### src/rtl/fetch_pkg.sv
// Shared types and sizing helpers for the instruction-fetch unit.
package fetch_pkg;

    // Fetch sequencer states; at most one memory request is ever outstanding.
    typedef enum logic [1:0] {
        S_IDLE,
        S_REQ,
        S_WAIT,
        S_DROP
    } fetch_state_e;

    // Bytes per instruction word, i.e. the sequential PC step.
    function automatic int INSTR_BYTES(input int instr_w);
        return instr_w / 8;
    endfunction

    // Width needed to hold an occupancy count from 0 to depth inclusive.
    function automatic int cnt_width(input int depth);
        return $clog2(depth + 1);
    endfunction

endpackage

### src/rtl/fetch_prefetch_if.sv
// Memory request/response and decode handshake bundle of the fetch unit.
interface fetch_prefetch_if #(
    parameter int ADDR_W  = 16,
    parameter int INSTR_W = 32
);
    logic               imem_req;
    logic [ADDR_W-1:0]  imem_addr;
    logic               imem_ready;
    logic               imem_rvalid;
    logic [INSTR_W-1:0] imem_rdata;
    logic               ins_valid;
    logic [INSTR_W-1:0] ins;
    logic [ADDR_W-1:0]  ins_pc;
    logic               ins_ready;

    // Fetch unit side.
    modport master (
        output imem_req, imem_addr, ins_valid, ins, ins_pc,
        input  imem_ready, imem_rvalid, imem_rdata, ins_ready
    );

    // Memory/decode side.
    modport slave (
        input  imem_req, imem_addr, ins_valid, ins, ins_pc,
        output imem_ready, imem_rvalid, imem_rdata, ins_ready
    );
endinterface

### src/rtl/fetch_fifo.sv
// Prefetch queue: DEPTH entries of {pc, instruction}, synchronous flush wins
// over push and pop. Head word is read straight from storage so a pushed
// entry is visible the cycle after the push.
module fetch_fifo
    import fetch_pkg::*;
#(
    parameter int WIDTH = 48,
    parameter int DEPTH = 4
) (
    input  logic                          clk,
    input  logic                          rst,
    input  logic                          push,
    input  logic                          pop,
    input  logic                          flush,
    input  logic [WIDTH-1:0]              wdata,
    output logic [WIDTH-1:0]              rdata,
    output logic [cnt_width(DEPTH)-1:0]   count,
    output logic                          empty,
    output logic                          full
);
    localparam int CNT_W = cnt_width(DEPTH);
    localparam int PTR_W = $clog2(DEPTH);

    logic [WIDTH-1:0] mem_q [DEPTH];
    logic [PTR_W-1:0] wr_ptr_q;
    logic [PTR_W-1:0] rd_ptr_q;
    logic [CNT_W-1:0] count_q;
    logic             do_push;
    logic             do_pop;

    assign empty   = (count_q == '0);
    assign full    = (count_q == CNT_W'(DEPTH));
    assign count   = count_q;
    assign rdata   = mem_q[rd_ptr_q];
    assign do_pop  = pop && !flush && !empty;
    assign do_push = push && !flush && (!full || do_pop);

    // Pointers wrap naturally because DEPTH is a power of two.
    always_ff @(posedge clk or posedge rst) begin
        if (rst) begin
            wr_ptr_q <= '0;
            rd_ptr_q <= '0;
            count_q  <= '0;
        end else if (flush) begin
            wr_ptr_q <= '0;
            rd_ptr_q <= '0;
            count_q  <= '0;
        end else begin
            if (do_push) wr_ptr_q <= wr_ptr_q + 1'b1;
            if (do_pop)  rd_ptr_q <= rd_ptr_q + 1'b1;
            case ({do_push, do_pop})
                2'b10:   count_q <= count_q + 1'b1;
                2'b01:   count_q <= count_q - 1'b1;
                default: count_q <= count_q;
            endcase
        end
    end

    // Entry storage; contents need no reset since occupancy gates visibility.
    always_ff @(posedge clk) begin
        if (do_push) mem_q[wr_ptr_q] <= wdata;
    end

endmodule

### src/rtl/fetch_prefetch.sv
// Instruction-fetch unit: sequential PC generation, single-outstanding
// memory requests, prefetch queue and branch redirect with stale-response drop.
module fetch_prefetch
    import fetch_pkg::*;
#(
    parameter int              ADDR_W   = 16,
    parameter int              INSTR_W  = 32,
    parameter int              DEPTH    = 4,
    parameter logic [ADDR_W-1:0] RESET_PC = '0
) (
    input  logic              clk,
    input  logic              Rst,
    input  logic              En,
    input  logic              branch,
    input  logic [ADDR_W-1:0] br_pc,
    input  logic [ADDR_W-1:0] branoff,
    fetch_prefetch_if.master  bus
);
    localparam int                CNT_W   = cnt_width(DEPTH);
    localparam logic [ADDR_W-1:0] PC_STEP = ADDR_W'(INSTR_BYTES(INSTR_W));

    fetch_state_e              state_q, state_d;
    logic [ADDR_W-1:0]         fetch_pc_q, fetch_pc_d;
    logic [ADDR_W-1:0]         req_pc_q;
    logic [ADDR_W-1:0]         br_target;
    logic                      accept;
    logic                      push;
    logic                      pop;
    logic                      room_after;
    logic [ADDR_W+INSTR_W-1:0] fifo_rdata;
    logic [CNT_W-1:0]          fifo_count;
    logic                      fifo_empty;
    logic                      fifo_full;

    assign br_target  = br_pc + branoff;
    assign accept     = (state_q == S_REQ) && bus.imem_ready;
    assign pop        = bus.ins_valid && bus.ins_ready;
    assign push       = (state_q == S_WAIT) && bus.imem_rvalid && !branch;
    // Occupancy after this cycle's enqueue (and possible dequeue) leaves a free slot.
    assign room_after = pop || (fifo_count < CNT_W'(DEPTH - 1));

    fetch_fifo #(
        .WIDTH (ADDR_W + INSTR_W),
        .DEPTH (DEPTH)
    ) u_fifo (
        .clk   (clk),
        .rst   (Rst),
        .push  (push),
        .pop   (pop),
        .flush (branch),
        .wdata ({req_pc_q, bus.imem_rdata}),
        .rdata (fifo_rdata),
        .count (fifo_count),
        .empty (fifo_empty),
        .full  (fifo_full)
    );

    // State, fetch PC and the PC of the request currently in flight.
    always_ff @(posedge clk or posedge Rst) begin
        if (Rst) begin
            state_q    <= S_IDLE;
            fetch_pc_q <= RESET_PC;
            req_pc_q   <= RESET_PC;
        end else begin
            state_q    <= state_d;
            fetch_pc_q <= fetch_pc_d;
            if (accept) req_pc_q <= fetch_pc_q;
        end
    end

    // Next state and next fetch PC; a redirect overrides everything else.
    always_comb begin
        state_d    = state_q;
        fetch_pc_d = fetch_pc_q;
        if (branch)      fetch_pc_d = br_target;
        else if (accept) fetch_pc_d = fetch_pc_q + PC_STEP;
        case (state_q)
            S_IDLE: begin
                if (branch)                          state_d = En ? S_REQ : S_IDLE;
                else if (En && (!fifo_full || pop))  state_d = S_REQ;
            end
            S_REQ: begin
                // An accepted request cannot be recalled, so its response must be dropped.
                if (bus.imem_ready) state_d = branch ? S_DROP : S_WAIT;
                else if (branch)    state_d = En ? S_REQ : S_IDLE;
            end
            S_WAIT: begin
                if (branch)                state_d = bus.imem_rvalid ? (En ? S_REQ : S_IDLE) : S_DROP;
                else if (bus.imem_rvalid)  state_d = (En && room_after) ? S_REQ : S_IDLE;
            end
            S_DROP: begin
                if (bus.imem_rvalid) state_d = En ? S_REQ : S_IDLE;
            end
            default: state_d = S_IDLE;
        endcase
    end

    assign bus.imem_req  = (state_q == S_REQ);
    assign bus.imem_addr = fetch_pc_q;
    assign bus.ins_valid = !fifo_empty;
    assign bus.ins       = fifo_empty ? '0 : fifo_rdata[INSTR_W-1:0];
    assign bus.ins_pc    = fifo_empty ? '0 : fifo_rdata[ADDR_W+INSTR_W-1:INSTR_W];

endmodule

### src/flat_wrapper.sv
// flat-port wrapper written by rule: the top's interface ports become plain ports
module fetch_prefetch_flat import fetch_pkg::*;
#(
    parameter int              ADDR_W   = 16,
    parameter int              INSTR_W  = 32,
    parameter int              DEPTH    = 4,
    parameter logic [ADDR_W-1:0] RESET_PC = '0
)
  (clk, Rst, En, branch, br_pc, branoff, bus_imem_req, bus_imem_addr, bus_ins_valid, bus_ins, bus_ins_pc, bus_imem_ready, bus_imem_rvalid, bus_imem_rdata, bus_ins_ready);
  fetch_prefetch_if #(.ADDR_W(ADDR_W), .INSTR_W(INSTR_W)) bus_i ();
  input  logic clk;
  input  logic Rst;
  input  logic En;
  input  logic branch;
  input  logic [ADDR_W-1:0] br_pc;
  input  logic [ADDR_W-1:0] branoff;
  output wire logic [$bits(bus_i.imem_req)-1:0] bus_imem_req;
  output wire logic [$bits(bus_i.imem_addr)-1:0] bus_imem_addr;
  output wire logic [$bits(bus_i.ins_valid)-1:0] bus_ins_valid;
  output wire logic [$bits(bus_i.ins)-1:0] bus_ins;
  output wire logic [$bits(bus_i.ins_pc)-1:0] bus_ins_pc;
  input wire logic [$bits(bus_i.imem_ready)-1:0] bus_imem_ready;
  input wire logic [$bits(bus_i.imem_rvalid)-1:0] bus_imem_rvalid;
  input wire logic [$bits(bus_i.imem_rdata)-1:0] bus_imem_rdata;
  input wire logic [$bits(bus_i.ins_ready)-1:0] bus_ins_ready;
  assign bus_imem_req = bus_i.imem_req;
  assign bus_imem_addr = bus_i.imem_addr;
  assign bus_ins_valid = bus_i.ins_valid;
  assign bus_ins = bus_i.ins;
  assign bus_ins_pc = bus_i.ins_pc;
  assign bus_i.imem_ready = bus_imem_ready;
  assign bus_i.imem_rvalid = bus_imem_rvalid;
  assign bus_i.imem_rdata = bus_imem_rdata;
  assign bus_i.ins_ready = bus_ins_ready;
  fetch_prefetch #(.ADDR_W(ADDR_W), .INSTR_W(INSTR_W), .DEPTH(DEPTH), .RESET_PC(RESET_PC)) u_core (.clk(clk), .Rst(Rst), .En(En), .branch(branch), .br_pc(br_pc), .branoff(branoff), .bus(bus_i));
endmodule
### config.mk
export PLATFORM = sky130hd
export DESIGN_NAME = fetch_prefetch_flat
export DESIGN_NICKNAME = d
export VERILOG_FILES = /design/src/rtl/fetch_pkg.sv /design/src/rtl/fetch_prefetch_if.sv /design/src/rtl/fetch_fifo.sv /design/src/rtl/fetch_prefetch.sv /design/src/flat_wrapper.sv
export SDC_FILE = /design/constraint.sdc
export NUM_CORES = 1
export LEC_CHECK = 0
export CORE_ASPECT_RATIO = 0.5
export CORE_MARGIN = 5
export CORE_UTILIZATION = 40
export CTS_CLUSTER_SIZE = 30
export DETAILED_ROUTE_END_ITERATION = 10
export GPL_ROUTABILITY_DRIVEN = 0
export PLACE_DENSITY = 0.67
export REMOVE_ABC_BUFFERS = 1
export SYNTH_ARGS = -nofsm -noshare
export SYNTH_HDL_FRONTEND = slang
export SYNTH_HIERARCHICAL = 1
export SYNTH_SLANG_ARGS = --single-unit
### constraint.sdc
create_clock -name clk -period 2.6 [get_ports clk]
set_input_delay 0.52 -clock clk [delete_from_list [all_inputs] [get_ports clk]]
set_output_delay 0.52 -clock clk [all_outputs]
set_load 0.005 [all_outputs]
==> qor.tcl, run 1 <==
set qor(outcome) {complete, but fails checks}
set qor(failed_checks) {setup timing}
set qor(largest_fanout_of_any_net_on_the_critical_path) 6
set qor(endpoint_kind) {primary output}
set qor(cellPowerDensity_nw_per_um2) 685
set qor(syn-cell-area_sq_um) 10200
set qor(timing_worst_slew_pin_value_ns) 0.444
set qor(cp_data_arrival_time_ns) 2.13
set qor(synth_mux_area_share_pct) 12.9
set qor(signed_area_change_from_the_synthesized_netlist_to_the_final_layout_pct) 30.0
set qor(cts_tree) {yes}
set qor(clock_power_share_pct) 36.7
set qor(power.net_switching_mw) 2.07
set qor(placed_cells) 1094
set qor(non_filler_cells_final) 1151
set qor(startpoint_type) {register}
set qor(detail_route.wl_per_cell_um) 18.7
set qor(comb_power_share_pct) 11.3
set qor(postSynthAreaPerCell_sq_um) 16.6
set qor(synth_xor_area_share_pct) 2.50
set qor(worst-endpoint-required_ns) 2.08
set qor(ratio_of_cells_with_drive_above_1_in_the_final_layout_pct) 29.2
set qor(share_seq_of_total_power_pct) 52.1
set qor(async_flop_share_pct) 17.6
set qor(ys_seq_area_share_pct) 66.8
set qor(final_max_slew_viol_count) 0
set qor(final_hold_viol_count) 0
set qor(yosys.area_share.simple_pct) 7.64
set qor(p_leak_nw) 4.71
set qor(detail_route.drc_violations) 0
set qor(power.internal_mw) 6.98
set qor(port_buffers) 136
set qor(final_min_period_over_clock_period_pct) 102
set qor(yosys_most_used_dff) {sky130_fd_sc_hd__edfxtp_1}
set qor(power.share.switching_pct) 22.8
set qor(fin_tns_setup_ns) -0.410
set qor(std_cell_rows) 41
set qor(htree_num_levels) 1
set qor(post-route-worst-setup-slack_ns) -0.0496
set qor(worst_skew_pair.late_latency_ns) 0.50
set qor(grt-ovfl-total) 0
set qor(grt_antenna_before_repair) 0
set qor(violation_count_after_the_first_detailed_routing_iteration) 295
set qor(finClkSkew_ns) 0.00672
set qor(vdd.ir_drop.worst_uv) 452
set qor(clkTransAtPathRegs_ns) 0.06
set qor(clockRootBuffer) {sky130_fd_sc_hd__clkbuf_16}
set qor(drt-vias-per-instance) 4.95
set qor(synth_adder_area_share_pct) 2.86
set qor(synthDistinctLibCells) 58
set qor(max_freq_mhz) 377
set qor(ioPinCount) 137
set qor(detailed_place_hpwl_um) 13900
set qor(yosysWarnings) 6
set qor(worst_hold_slack_ns) 0.290
set qor(final_period_minus_worst_setup_slack_ns) 2.65
set qor(ant_nets) 0
set qor(synth_top_family_by_area) {multiplexers}
set qor(rsz_0062_raised_after_global_routing) {true}
set qor(initial_utilization_pct) 40.5
set qor(synth-edff-count) 192
set qor(n_antenna_cell) 0
set qor(drt_pre_antenna_iters) 5
set qor(vias) 5703
set qor(grt_start_max_net_pins) 35
set qor(ys_ff_latch) 233
set qor(slew_headroom_pct) 70.0
set qor(grt_first_pass_wirelength_um) 34200
set qor(floorplan.core_area_sq_um) 25100
set qor(track_usage_pct) 14.9
set qor(first_global_vias) 6092
set qor(max-clock-path-buffers) 3
set qor(cells_after_synthesis) 612
set qor(cts_hold_buf) 0
set qor(tritoncts_num_sinks) 233
set qor(floorplan.die_area_sq_um) 28900
set qor(die_width_um) 235
set qor(finalSetupViolations) 25
set qor(layout.nets) 884
set qor(max-cap-violations) 0
set qor(timing_worst_setup_path_type) {register to primary output}
set qor(dieHeight_um) 123
set qor(synth-compound-area-share_pct) 4.73
set qor(cts_buffers) 23
set qor(finalWirelength_um) 21500
set qor(worstHoldPathType) {input port to async pin}
[through the flow]
step                worst slack [ns]  utilization, %  power, mW  cell area (sq um)
floorplan                      -2.71               -       5.28               9970
global placement              -0.140            48.6       5.77              12200
detailed placement            -0.188            48.6       5.81              12200
CTS                           -0.119            52.7       9.14              13200
global route                  -0.105            52.7       9.45              13200
finish                       -0.0496            52.7       9.05              13200
[registers in the layout, indices dropped and copies added, names as in the netlist]
signal	count
u_core/bus.imem_addr	16
u_core/u_fifo/rd_ptr_q	2
u_core/state_q	2
u_core/u_fifo/mem_q	192
u_core/u_fifo/wr_ptr_q	2
u_core/u_fifo/count	3
u_core/req_pc_q	16
[cell usage in the layout (no fill, tap or decap), types with 5 or more instances in the layout]
cell                              count
sky130_fd_sc_hd__a21o_1               5
sky130_fd_sc_hd__a21oi_1             28
sky130_fd_sc_hd__buf_12              17
sky130_fd_sc_hd__buf_2               38
sky130_fd_sc_hd__buf_4               19
sky130_fd_sc_hd__buf_6                8
sky130_fd_sc_hd__clkbuf_16           23
sky130_fd_sc_hd__clkbuf_2             6
sky130_fd_sc_hd__clkdlybuf4s50_1     88
sky130_fd_sc_hd__clkinv_2             5
sky130_fd_sc_hd__dfrtp_1             38
sky130_fd_sc_hd__edfxtp_1           192
sky130_fd_sc_hd__ha_1                20
sky130_fd_sc_hd__inv_1               17
sky130_fd_sc_hd__mux2_2              16
sky130_fd_sc_hd__mux4_2              48
sky130_fd_sc_hd__nand2_1             20
sky130_fd_sc_hd__nand2b_1             8
sky130_fd_sc_hd__nand3_1             11
sky130_fd_sc_hd__nor2_1              17
sky130_fd_sc_hd__nor2b_1             25
sky130_fd_sc_hd__nor2b_4             22
sky130_fd_sc_hd__o21ai_0             15
sky130_fd_sc_hd__o21ai_1              5
sky130_fd_sc_hd__xnor2_1             19
sky130_fd_sc_hd__xor2_1              10
[cell families after synthesis]
group	after synthesis
flip-flops	233
XOR/XNOR	29
adder cells (fa/ha/maj)	22
buffers and inverters	46
multiplexers	69
AO/OA/AOI/OAI	79
AND/OR/NAND/NOR	134
[timing repair]
item                                    CTS  global route
pin swaps                                 1             1
setup buffers                            11             0
gates cloned                              6             0
endpoints found under the setup margin   49            48
resized for setup                       222            18
[power by group through the flow]
stage | Clock (mW) | Sequential [mW] | Combinational (mW)
finish | 3.32 | 4.71 | 1.02
global route | 3.56 | 4.76 | 1.13
floorplan | 0 | 4.69 | 0.583
CTS | 3.39 | 4.72 | 1.03
detailed placement | 0 | 4.79 | 1.02
global placement | 0 | 4.77 | 1.00
[worst paths after layout]
path,start,cells past startpoint,to,slack (ns)
worst max-delay path,u_core/u_fifo/rd_ptr_q[0],5,bus_ins[6],-0.05
worst min-delay path,Rst,2,u_core/u_fifo/wr_ptr_q[1],0.29
worst max register to register,u_core/u_fifo/count[2],10,u_core/u_fifo/count[2],0.20
worst min register to register,u_core/req_pc_q[11],0,u_core/u_fifo/mem_q[3][43],0.52
max in group asynchronous,Rst,3,u_core/req_pc_q[9],1.83
min in group clk,u_core/req_pc_q[11],0,u_core/u_fifo/mem_q[3][43],0.52
[metal layers]
layer	GRT usage, %	routed length [um]	vias up
met5	0	0	-
met4	3.48	431	0
met3	2.36	587	31
met2	26.5	11100	99
met1	19.7	9430	2867
li1	-	-	2706
[synthesized netlist by cell type, types with 3 or more instances]
cell type	count	area, sq um
sky130_fd_sc_hd__inv_1	17	63.8
sky130_fd_sc_hd__nor2b_1	51	319
sky130_fd_sc_hd__o2111ai_1	3	26.3
sky130_fd_sc_hd__o21ai_1	5	25.0
sky130_fd_sc_hd__dfrtp_1	41	1030
sky130_fd_sc_hd__mux2_2	16	180
sky130_fd_sc_hd__buf_6	8	90.1
sky130_fd_sc_hd__o21ai_0	15	75.1
sky130_fd_sc_hd__nor2_1	17	63.8
sky130_fd_sc_hd__clkbuf_1	7	26.3
sky130_fd_sc_hd__nand3_1	11	55.1
sky130_fd_sc_hd__o22ai_1	3	18.8
sky130_fd_sc_hd__nand4_1	3	18.8
sky130_fd_sc_hd__a21o_1	5	37.5
sky130_fd_sc_hd__mux4_2	48	1080
sky130_fd_sc_hd__ha_1	20	250
sky130_fd_sc_hd__o211ai_1	4	30.0
sky130_fd_sc_hd__a21oi_1	28	140
sky130_fd_sc_hd__mux2i_1	4	40.0
sky130_fd_sc_hd__nand2_1	20	75.1
sky130_fd_sc_hd__nor3_1	5	25.0
sky130_fd_sc_hd__nand3b_1	3	22.5
sky130_fd_sc_hd__buf_4	3	22.5
sky130_fd_sc_hd__and2_1	4	25.0
sky130_fd_sc_hd__nand2b_1	8	50.1
sky130_fd_sc_hd__xnor2_1	19	166
sky130_fd_sc_hd__buf_2	9	45.0
sky130_fd_sc_hd__xor2_1	10	87.6
sky130_fd_sc_hd__edfxtp_1	192	5770
[worst max-delay path: stages (launching register included)]
cell and delay, ns:
sky130_fd_sc_hd__dfrtp_4 0.49, sky130_fd_sc_hd__buf_12 0.16, sky130_fd_sc_hd__bufbuf_16 0.27, sky130_fd_sc_hd__mux4_2 0.43, sky130_fd_sc_hd__nor2b_1 0.15, sky130_fd_sc_hd__buf_2 0.13
[area by class of cell]
class	instances	area [sq um]
flip-flops and latches	233	6800
fillers	2034	11900
clock buffers	26	607
repair buffers	183	1850
inverters	17	63.8
clock inverters	15	154
multi-input cells	333	3310
well taps	344	430
No activity file was read; power rests on OpenSTA's default activity.
==> run 2, diff against run 1 <==
- CAP_MARGIN: not set -> 0
==> results of run 2 <==
Final layout, timing and power as in run 1 (identical DEF).
==> run 3, diff against run 2 <==
- CTS_CLUSTER_DIAMETER: not set -> 30
==> run 3 against run 2 <==
Net effect:
- the flow still finishes with violations (setup timing)
- first-iteration DRC count grew 15%
- sequential power hardly changed
- clock skew grew 0.017 ns
- global-route usage is 0.33 points higher
- register-to-register slack improved by 0.04 ns
- clock power is 36% higher
- worst setup slack got worse by 0.021 ns
- count of clock-buffer cells in the layout is 15 higher
- total power up 13%
- sequential cell count unchanged
- combinational power about the same
- critical endpoint is now bus_ins[26]
- largest cell class unchanged
==> qor.tcl, run 3 (synthesis gave the netlist of run 1 again) <==
set qor(ioPinCount) 137 ;# unchanged
set qor(n_antenna_cell) 0 ;# unchanged
set qor(share_seq_of_total_power_pct) 46.0 ;# was 52.1%
set qor(vias) 5833 ;# was 5703
set qor(final_period_minus_worst_setup_slack_ns) 2.67 ;# was 2.65 ns
set qor(postLayoutCoreUtil_pct) 54.7 ;# was 52.7%
set qor(cts_tree) {yes} ;# unchanged
set qor(power.net_switching_mw) 2.45 ;# was 2.07 mW
set qor(clkTransAtPathRegs_ns) 0.05 ;# was 0.06 ns
set qor(grt-ovfl-total) 0 ;# unchanged
set qor(most_frequent_cells_in_the_layout) {sky130_fd_sc_hd__edfxtp_1 (192), sky130_fd_sc_hd__clkdlybuf4s50_1 (87), sky130_fd_sc_hd__mux4_2 (48)} ;# was sky130_fd_sc_hd__edfxtp_1 (192), sky130_fd_sc_hd__clkdlybuf4s50_1 (88), sky130_fd_sc_hd__mux4_2 (48)
set qor(critPathBufInv) 4 ;# was 3
set qor(cpLargestDelayFamily) {flip-flops} ;# was buffers and inverters
set qor(layout.nets) 900 ;# was 884
set qor(die_width_um) 235 ;# unchanged
set qor(timing_worst_setup_path_type) {register to primary output} ;# unchanged
set qor(post-route-worst-setup-slack_ns) -0.0710 ;# was -0.0496 ns
set qor(initial_utilization_pct) 40.5 ;# unchanged
set qor(pre_cts_ws_ns) -0.188 ;# unchanged
set qor(grt_start_max_net_pins) 35 ;# unchanged
set qor(final_min_period_over_clock_period_pct) 103 ;# was 102%
set qor(cts_hold_buf) 0 ;# unchanged
set qor(grt_antenna_before_repair) 0 ;# unchanged
set qor(timing_worst_slew_pin_value_ns) 0.440 ;# was 0.444 ns
set qor(r2r-end) {u_core/u_fifo/count[2]} ;# unchanged
set qor(violation_count_after_the_first_detailed_routing_iteration) 340 ;# was 295
set qor(max_freq_mhz) 374 ;# was 377 MHz
set qor(tritoncts_num_sinks) 233 ;# unchanged
set qor(ratio_of_cells_with_drive_above_1_in_the_final_layout_pct) 31.9 ;# was 29.2%
set qor(worstHoldPathType) {input port to async pin} ;# unchanged
set qor(largest_fanout_of_any_net_on_the_critical_path) 5 ;# was 6
set qor(slew_headroom_pct) 70.3 ;# was 70.0%
set qor(final_max_slew_viol_count) 0 ;# unchanged
set qor(r2r.worst_path.cells) 9 ;# was 10
set qor(p_leak_nw) 4.95 ;# was 4.71 nW
set qor(report.power.total_mw) 10.3 ;# was 9.05 mW
set qor(critical-path-slowest-cell) {sky130_fd_sc_hd__dfrtp_4} ;# unchanged
set qor(floorplan.core_area_sq_um) 25100 ;# unchanged
set qor(placed_cells) 1094 ;# unchanged
set qor(dieHeight_um) 123 ;# unchanged
set qor(max-clock-path-buffers) 3 ;# unchanged
set qor(finClkSkew_ns) 0.0242 ;# was 0.00672 ns
set qor(critical_path.most_common_cell) {sky130_fd_sc_hd__buf_12}
set qor(fin_tns_setup_ns) -0.832 ;# was -0.410 ns
set qor(clock_power_share_pct) 44.1 ;# was 36.7%
set qor(drt-vias-per-instance) 4.96 ;# was 4.95
set qor(first_global_vias) 6332 ;# was 6092
set qor(port_buffers) 136 ;# unchanged
set qor(worst_skew_pair.late_latency_ns) 0.51 ;# was 0.50 ns
set qor(rsz_0062_raised_after_global_routing) {true} ;# unchanged
set qor(failed_checks) {setup timing} ;# unchanged
set qor(cp_data_arrival_time_ns) 2.15 ;# was 2.13 ns
set qor(power.share.switching_pct) 23.8 ;# was 22.8%
set qor(signed_area_change_from_the_synthesized_netlist_to_the_final_layout_pct) 35.0 ;# was 30.0%
set qor(finalSetupViolations) 19 ;# was 25
set qor(power.internal_mw) 7.82 ;# was 6.98 mW
set qor(regToRegStartpoint) {u_core/u_fifo/count[2]} ;# unchanged
set qor(outcome) {complete, but fails checks} ;# unchanged
set qor(ant_nets) 0 ;# unchanged
set qor(final_hold_viol_count) 0 ;# unchanged
set qor(vdd.ir_drop.worst_uv) 482 ;# was 452 uV
set qor(worst-endpoint-required_ns) 2.08 ;# about the same
set qor(startpoint_type) {register} ;# unchanged
set qor(comb_power_share_pct) 10.0 ;# was 11.3%
set qor(clockRootBuffer) {sky130_fd_sc_hd__clkbuf_16} ;# unchanged
set qor(finalWirelength_um) 22100 ;# was 21500 um
set qor(registers.top_by_ff_count) {u_core/u_fifo/mem_q} ;# unchanged
set qor(drt_pre_antenna_iters) 5 ;# unchanged
set qor(layout.cells.most_common) {sky130_fd_sc_hd__edfxtp_1} ;# unchanged
set qor(critical_path.max_stage_delay_ns) 0.53 ;# was 0.49 ns
set qor(detail_route.wl_per_cell_um) 18.8 ;# was 18.7 um
set qor(detailed_place_hpwl_um) 13900 ;# unchanged
set qor(cts_buffers) 35 ;# was 23
set qor(grt_first_pass_wirelength_um) 34900 ;# was 34200 um
set qor(r2r_setup_slack_ns) 0.24 ;# was 0.20 ns
set qor(non_filler_cells_final) 1177 ;# was 1151
set qor(floorplan.die_area_sq_um) 28900 ;# unchanged
set qor(timing.critical_path.cells) {buf_12, buf_8, buf_12, mux4_2, nor2b_4, buf_2} ;# was buf_12, bufbuf_16, mux4_2, nor2b_1, buf_2
set qor(std_cell_rows) 41 ;# unchanged
set qor(track_usage_pct) 15.3 ;# was 14.9%
set qor(endpoint_kind) {primary output} ;# unchanged
set qor(largest_register_ffs) 192 ;# unchanged
set qor(detail_route.drc_violations) 0 ;# unchanged
set qor(cellPowerDensity_nw_per_um2) 748 ;# was 685 nW/um^2
set qor(htree_num_levels) 2 ;# was 1
set qor(max-cap-violations) 0 ;# unchanged
## run 3: power groups by stage
stage | registers [mW] | clock network [mW] | logic [mW]
finish | 4.72 | 4.52 | 1.02
CTS | 4.72 | 4.62 | 1.03
floorplan | 4.69 | 0 | 0.583
detailed placement | 4.79 | 0 | 1.02
global route | 4.77 | 4.82 | 1.13
global placement | 4.77 | 0 | 1.00
## run 3: worst max path at each step
stage	start	to	slack, ns	cells after the start
detailed placement	bus_imem_rvalid	u_core/u_fifo/count[2]	-0.19	8
global route	u_core/u_fifo/rd_ptr_q[0]	bus_ins[26]	-0.13	6
global placement	br_pc[0]	u_core/bus.imem_addr[14]	-0.14	10
finish	u_core/u_fifo/rd_ptr_q[0]	bus_ins[26]	-0.07	6
CTS	u_core/u_fifo/rd_ptr_q[0]	bus_ins[26]	-0.12	6
floorplan	u_core/u_fifo/count[0]	u_core/u_fifo/count[2]	-2.71	8
## run 3: per-layer routing
metal	wire length (um)	vias to the layer above	GRT usage, %	share of wire (%)
met2	11400	115	26.7	52
met4	393	0	4.64	1.8
met3	933	33	3.19	4.2
met1	9300	2930	19.6	42
li1	-	2755	-	-
met5	0	-	0	0
## run 3: per-stage QoR
stage                     hold slack (ns)  cell area [sq um]
final                               0.298              13700
after global routing                0.324              13700
after global placement              0.492              12200
after floorplan                     0.323               9970
after detailed placement            0.507              12200
after CTS                           0.297              13600
## run 3: worst register-to-register path, delay by kind of cell (launching register included)
kind | cells | cell delay, ns
AND/OR/NAND/NOR | 4 | 0.80
buffers and inverters | 1 | 0.16
adder cells (fa/ha/maj) | 1 | 0.39
AO/OA/AOI/OAI | 3 | 0.43
flip-flops | 1 | 0.48
## run 3: area by class of cell
type                            count  area [sq um]
Fill cell                        1961         11400
Sequential cell                   233          6800
Multi-Input combinational cell    333          3370
Timing Repair Buffer              187          1900
Clock buffer                       41           920
Tap cell                          344           430
Clock inverter                     22           241
Inverter                           17          63.8
## run 3: repair_timing
| item | 4_1_cts | 5_1_grt |
|---|---|---|
| gates cloned | 5 | 1 |
| resized for setup | 238 | 33 |
| setup endpoints to repair | 49 | 45 |
| buffers inserted | 18 | 2 |
